[config.mk]
export PLATFORM = sky130hd
export DESIGN_NAME = mmio_bridge
export DESIGN_NICKNAME = d
export VERILOG_FILES = /design/src/rtl/mmio_bridge_pkg.sv /design/src/rtl/sw_debounce.sv /design/src/rtl/mmio_bridge.sv
export SDC_FILE = /design/constraint.sdc
export NUM_CORES = 1
export LEC_CHECK = 0
export ABC_AREA = 0
export CAP_MARGIN = 0
export CORE_MARGIN = 2
export CORE_UTILIZATION = 40
export CTS_CLUSTER_SIZE = 25
export DETAILED_ROUTE_END_ITERATION = 16
export PLACE_DENSITY = 0.91
export SLEW_MARGIN = 0
export SYNTH_ARGS = -nofsm -noshare
export SYNTH_HDL_FRONTEND = slang
export SYNTH_SLANG_ARGS = --single-unit
[constraint.sdc]
create_clock -name clock -period 4.2 [get_ports clock]
set_clock_uncertainty 0.2 [all_clocks]
set_input_delay 1.26 -clock clock [delete_from_list [all_inputs] [get_ports clock]]
set_output_delay 1.26 -clock clock [all_outputs]
set_load 0.01 [all_outputs]
[src/rtl/mmio_bridge_pkg.sv]
// Shared constants for the MMIO bridge: I/O register offsets and the processor data width.
package mmio_bridge_pkg;
    localparam int DATA_W = 32;

    localparam logic [3:0] OFF_LED   = 4'd0;
    localparam logic [3:0] OFF_SW    = 4'd1;
    localparam logic [3:0] OFF_EDGE  = 4'd2;
    localparam logic [3:0] OFF_TIMER = 4'd3;
endpackage

[src/rtl/sw_debounce.sv]
// Switch conditioner: 2-flop synchronizer per bit and one shared debounce counter.
// stable loads all synced bits at once; rise pulses on the cycle stable takes a 0->1 bit.
module sw_debounce #(
    parameter int SW_W            = 5,
    parameter int DEBOUNCE_CYCLES = 1000
) (
    input  logic            clock,
    input  logic            reset,
    input  logic [SW_W-1:0] sw_async,
    output logic [SW_W-1:0] stable,
    output logic [SW_W-1:0] rise
);
    localparam int CNT_W = (DEBOUNCE_CYCLES > 1) ? $clog2(DEBOUNCE_CYCLES) : 1;
    localparam logic [CNT_W-1:0] CNT_MAX = CNT_W'(DEBOUNCE_CYCLES - 1);

    logic [SW_W-1:0]  sync1_q, sync1_d;
    logic [SW_W-1:0]  sync2_q, sync2_d;
    logic [SW_W-1:0]  stable_q, stable_d;
    logic [CNT_W-1:0] cnt_q, cnt_d;

    always_comb begin
        sync1_d  = sw_async;
        sync2_d  = sync1_q;
        stable_d = stable_q;
        cnt_d    = cnt_q;
        rise     = '0;
        if (sync2_q == stable_q) begin
            cnt_d = '0;
        end else if (cnt_q == CNT_MAX) begin
            stable_d = sync2_q;
            cnt_d    = '0;
            rise     = sync2_q & ~stable_q;
        end else begin
            cnt_d = cnt_q + 1'b1;
        end
    end

    always_ff @(posedge clock) begin
        if (reset) begin
            sync1_q  <= '0;
            sync2_q  <= '0;
            stable_q <= '0;
            cnt_q    <= '0;
        end else begin
            sync1_q  <= sync1_d;
            sync2_q  <= sync2_d;
            stable_q <= stable_d;
            cnt_q    <= cnt_d;
        end
    end

    assign stable = stable_q;
endmodule

[src/rtl/mmio_bridge.sv]
// Processor data-port bridge: splits accesses between dmem RAM and a 16-word I/O window
// (LED, debounced switches, sticky switch edges, optional free-running TIMER under MMIO_TIMER_EN).
module mmio_bridge
    import mmio_bridge_pkg::*;
#(
    parameter int                ADDR_W          = 12,
    parameter int                LED_W           = 16,
    parameter int                SW_W            = 5,
    parameter int                DEBOUNCE_CYCLES = 1000,
    parameter logic [ADDR_W-1:0] IO_BASE         = 12'hF00
) (
    input  logic              clock,
    input  logic              reset,
    input  logic              wren,
    input  logic [31:0]       address_dmem,
    input  logic [31:0]       data,
    output logic [31:0]       q_dmem,
    output logic              ram_wEn,
    output logic [ADDR_W-1:0] ram_addr,
    output logic [31:0]       ram_dataIn,
    input  logic [31:0]       ram_dataOut,
    input  logic [SW_W-1:0]   SW,
    output logic [LED_W-1:0]  LED
);
    logic              hit, wr_io;
    logic [3:0]        offset;
    logic [SW_W-1:0]   sw_stable, sw_rise;
    logic              unused_addr_hi;

    logic              hit_q, hit_d;
    logic [DATA_W-1:0] io_rdata_q, io_rdata_d;
    logic [LED_W-1:0]  led_q, led_d;
    logic [SW_W-1:0]   sw_edge_q, sw_edge_d;

    assign hit            = (address_dmem[ADDR_W-1:4] == IO_BASE[ADDR_W-1:4]);
    assign offset         = address_dmem[3:0];
    assign wr_io          = wren & hit;
    assign unused_addr_hi = ^address_dmem[31:ADDR_W];

    assign ram_addr   = address_dmem[ADDR_W-1:0];
    assign ram_dataIn = data;
    assign ram_wEn    = wren & ~hit;

    sw_debounce #(
        .SW_W            (SW_W),
        .DEBOUNCE_CYCLES (DEBOUNCE_CYCLES)
    ) u_sw_debounce (
        .clock    (clock),
        .reset    (reset),
        .sw_async (SW),
        .stable   (sw_stable),
        .rise     (sw_rise)
    );

`ifdef MMIO_TIMER_EN
    logic [DATA_W-1:0] timer_q, timer_d;

    always_comb begin
        timer_d = timer_q + 1'b1;
        if (wr_io && offset == OFF_TIMER) timer_d = '0;
    end

    always_ff @(posedge clock) begin
        if (reset) timer_q <= '0;
        else       timer_q <= timer_d;
    end
`endif

    always_comb begin
        led_d = led_q;
        if (wr_io && offset == OFF_LED) led_d = data[LED_W-1:0];

        // A new rising edge is ORed in after the clear so it survives a same-cycle W1C.
        sw_edge_d = sw_edge_q;
        if (wr_io && offset == OFF_EDGE) sw_edge_d = sw_edge_q & ~data[SW_W-1:0];
        sw_edge_d = sw_edge_d | sw_rise;

        hit_d      = hit;
        io_rdata_d = '0;
        case (offset)
            OFF_LED:   io_rdata_d[LED_W-1:0] = led_q;
            OFF_SW:    io_rdata_d[SW_W-1:0]  = sw_stable;
            OFF_EDGE:  io_rdata_d[SW_W-1:0]  = sw_edge_q;
            OFF_TIMER: begin
`ifdef MMIO_TIMER_EN
                io_rdata_d = timer_q;
`else
                io_rdata_d = '0;
`endif
            end
            default:   io_rdata_d = '0;
        endcase
    end

    always_ff @(posedge clock) begin
        if (reset) begin
            hit_q      <= 1'b0;
            io_rdata_q <= '0;
            led_q      <= '0;
            sw_edge_q  <= '0;
        end else begin
            hit_q      <= hit_d;
            io_rdata_q <= io_rdata_d;
            led_q      <= led_d;
            sw_edge_q  <= sw_edge_d;
        end
    end

    // RAM data arrives one cycle after the address, so the I/O path is aligned by hit_q.
    assign q_dmem = hit_q ? io_rdata_q : ram_dataOut;
    assign LED    = led_q;
endmodule

==> results of run 1 <==
-- worst max path at each step --
stage / endpoint / slack (ps) / cells past startpoint
after CTS: ram_wEn / 30 / 4
after global routing: ram_wEn / 40 / 4
after floorplan: ram_wEn / 570 / 3
after global placement: ram_wEn / -160 / 4
after detailed placement: ram_wEn / -160 / 4
final: ram_wEn / 90 / 4
-- layer usage --
layer / track usage / wire length (um) / vias to the layer above / share of wire
met1: 0.201 / 3060 / 1190 / 0.39
met3: 0.0493 / 464 / 21 / 0.059
li1: - / - / 1279 / -
met5: 0 / 0 / - / 0
met2: 0.341 / 4190 / 102 / 0.53
met4: 0.0871 / 199 / 0 / 0.025
-- cell families (layout without fill, tap and decap cells) --
group | Yosys count | after routing | share of synthesized area
compound gates | 38 | 38 | 0.0861
fa+ha+maj | 6 | 6 | 0.0244
buf+inv | 70 | 176 | 0.152
xor+xnor | 8 | 8 | 0.0227
mux | 21 | 21 | 0.0747
flops | 63 | 63 | 0.409
simple gates | 132 | 132 | 0.230
-- sequential cells by signal (all words and copies together), names as in the netlist --
register	flops
u_sw_debounce.stable	5
io_rdata_q	16
hit_q	1
u_sw_debounce.sync1_q	5
u_sw_debounce.cnt_q	10
sw_edge_q	5
u_sw_debounce.sync2_q	5
LED	16
-- Yosys cell counts (all sizes together) --
library cell	n
or3	1
nand2b	1
and3	1
ha	6
nor2	21
a21oi	26
nand4	8
clkbuf	12
or4b	1
and2	13
o31ai	5
xnor2	5
o21a	1
nand3	8
and2b	1
o41ai	5
or2	1
nor3	5
or4	2
a31o	1
mux2	16
nor4	2
xor2	3
inv	7
buf	51
nand2	41
dfxtp	63
nor2b	26
mux2i	5
-- worst max-delay path, cell delays in order --
cell             delay [ps]
clkdlybuf4s50_1         430
or4_4                   540
o21a_1                  200
clkdlybuf4s15_1         220
-- cell type report --
class                           count  area, um2
Clock buffer                       10        138
Fill cell                         617       2850
Tap cell                           99        124
Multi-Input combinational cell    205       1350
Sequential cell                    63       1260
Inverter                            7       26.3
Timing Repair Buffer              153       1500
Clock inverter                      6        116
-- power breakdown --
group	total, mW	internal, mW	switching (mW)
Sequential	0.605	0.603	0.00249
Clock	0.660	0.415	0.246
Combinational	0.197	0.126	0.0713
Total	1.46	1.14	0.319
-- through the flow --
stage	hold WS, ps	utilization	power, mW	std cells	TNS (ps)
floorplan	214	-	0.716	338	0
detailed placement	221	0.579	0.816	527	-156
global route	253	0.614	1.52	543	0
CTS	238	0.613	1.47	543	0
finish	234	0.614	1.46	543	0
global placement	220	0.579	0.813	527	-158
-- what timing repair did --
action | in CTS | in global routing
cloned | 0 | 0
gates resized for setup | 1 | 2
endpoints found under the hold margin | 0 | 0
setup endpoints to repair | 1 | 1
==> metrics.md, run 1 <==
| Metric | Value |
|---|---|
| Antenna cell count | 0 |
| DR WL/cell | 14.6 um |
| Critical Path Fanout Max | 2 |
| Crit Reg-Reg Endpoint | u_sw_debounce.stable[0] |
| DP Worst Slack | -156 ps |
| Power Density | 323 nW/um2 |
| Die X | 91.8 um |
| TritonCTS clock tree | yes |
| Initial Util | 0.418 |
| Largest cells by area after synthesis | dfxtp_1 41%, buf_4 11%, mux2_2 5.8% |
| Core footprint | 7370 um2 |
| H-tree level count | 3 |
| Area growth syn-to-layout | 46.8% |
| Hold path startpoint | u_sw_debounce.sync1_q[0] |
| # IOs | 197 |
| Peak supply drop | 0.199 mV |
| CP Class | in -> out |
| CTS Sinks | 63 |
| Hpwl dp | 6.08 mm |
| Total die area | 8420 um2 |
| Sequential share of the synthesized area | 0.409 |
| Commonest non-fill, non-tap cell in the layout | clkdlybuf4s50_1 |
| Crit path capture type | output pin |
| Worst setup SP type | primary input |
| Final instance area | 4520 um2 |
| Vias/cell | 4.77 |
| Worst path required time | 2740 ps |
| Pin count of the biggest net entering global routing | 41 |
| Placed instance area | 4270 um2 |
| Hold crit path type | reg -> reg |
| Vias | 2,592 |
| # Post-CTS Setup Buffers | 0 |
| Slew HR | 0.436 |
| WHS Path Cells | 1 |
| Hold Path Sink | u_sw_debounce.sync2_q[0] |
| Most frequent cells in the layout | 142 x clkdlybuf4s50_1, 63 x dfxtp_1, 31 x nand2_1 |
| Initial antenna violation count | 0 |
| Slew Viols, Final | 0 |
| FP Rows | 31 |
| First-pass GRT wire length | 12.5 mm |
| F_max | 0.243 GHz |
| Critical path origin | address_dmem[5] |
| Reg2reg start | u_sw_debounce.stable[1] |
| Synth cell types | 39 |
| Drt pass-1 iters | 4 |
| Final setup vio count | 0 |
| Num CTS Buffers | 9 |
| Share of layout cells above drive strength 1 | 0.153 |
| Final Hold Viols | 0 |
| Worst reg2reg path depth | 6 |
| GRT Total Usage | 0.188 |
| Fin nets | 549 |
| Final ANT Viol Nets | 0 |
| Slew @ Worst Pin | 846 ps |
| Post-CTS Hold Buffers | 0 |
| Vias in the first global route | 2,600 |
| Clock root cell | clkbuf_8 |
| Worst reg2reg setup slack | 2170 ps |
| Status | finished clean |
| Synthesized cell area | 3080 um2 |
| Post-synth top area share | 0.409 |
| Synth area leader | dfxtp_1 |
| Clk pin slew, worst setup/hold paths | 70 ps |
| RePlAce Congestion | 0.831 |
| Final worst path period share | 0.978 |
| Mapped Cells | 338 |
| RSZ-0062 raised after global routing | no |
| #FFs+latches synth | 63 |
| Final WS setup | 91.8 ps |
| DRT iter0 DRCs | 73 |
| Worst skew pair latency | 330 ps |
| Die Ht | 91.8 um |
| Number of remaining DRC errors | 0 |
| WP data arrival | 2650 ps |
| P_leak | 1.62 nW |
| Avg Cell Area, Syn | 9.11 um2 |
| Synthesis Warnings | 0 |
| Post-layout min period | 4110 ps |
| Synth Net Count | 448 |
| CTS Buffer Depth | 2 |
| Congestion Overflow GR | 0 |
| WL final | 7.92 mm |
| Port Buffers | 144 |
| Max Cap Viol | 0 |
(Power assumes the default switching activity.)
==> inputs of run 2 (changes only) <==
--- a/config.mk
+++ b/config.mk
@@ -12,7 +12,6 @@
 export CTS_CLUSTER_SIZE = 25
 export DETAILED_ROUTE_END_ITERATION = 16
 export PLACE_DENSITY = 0.91
-export SLEW_MARGIN = 0
 export SYNTH_ARGS = -nofsm -noshare
 export SYNTH_HDL_FRONTEND = slang
 export SYNTH_SLANG_ARGS = --single-unit
==> results of run 2 <==
Same layout as run 1: the final DEF is identical, and so are final timing and power.
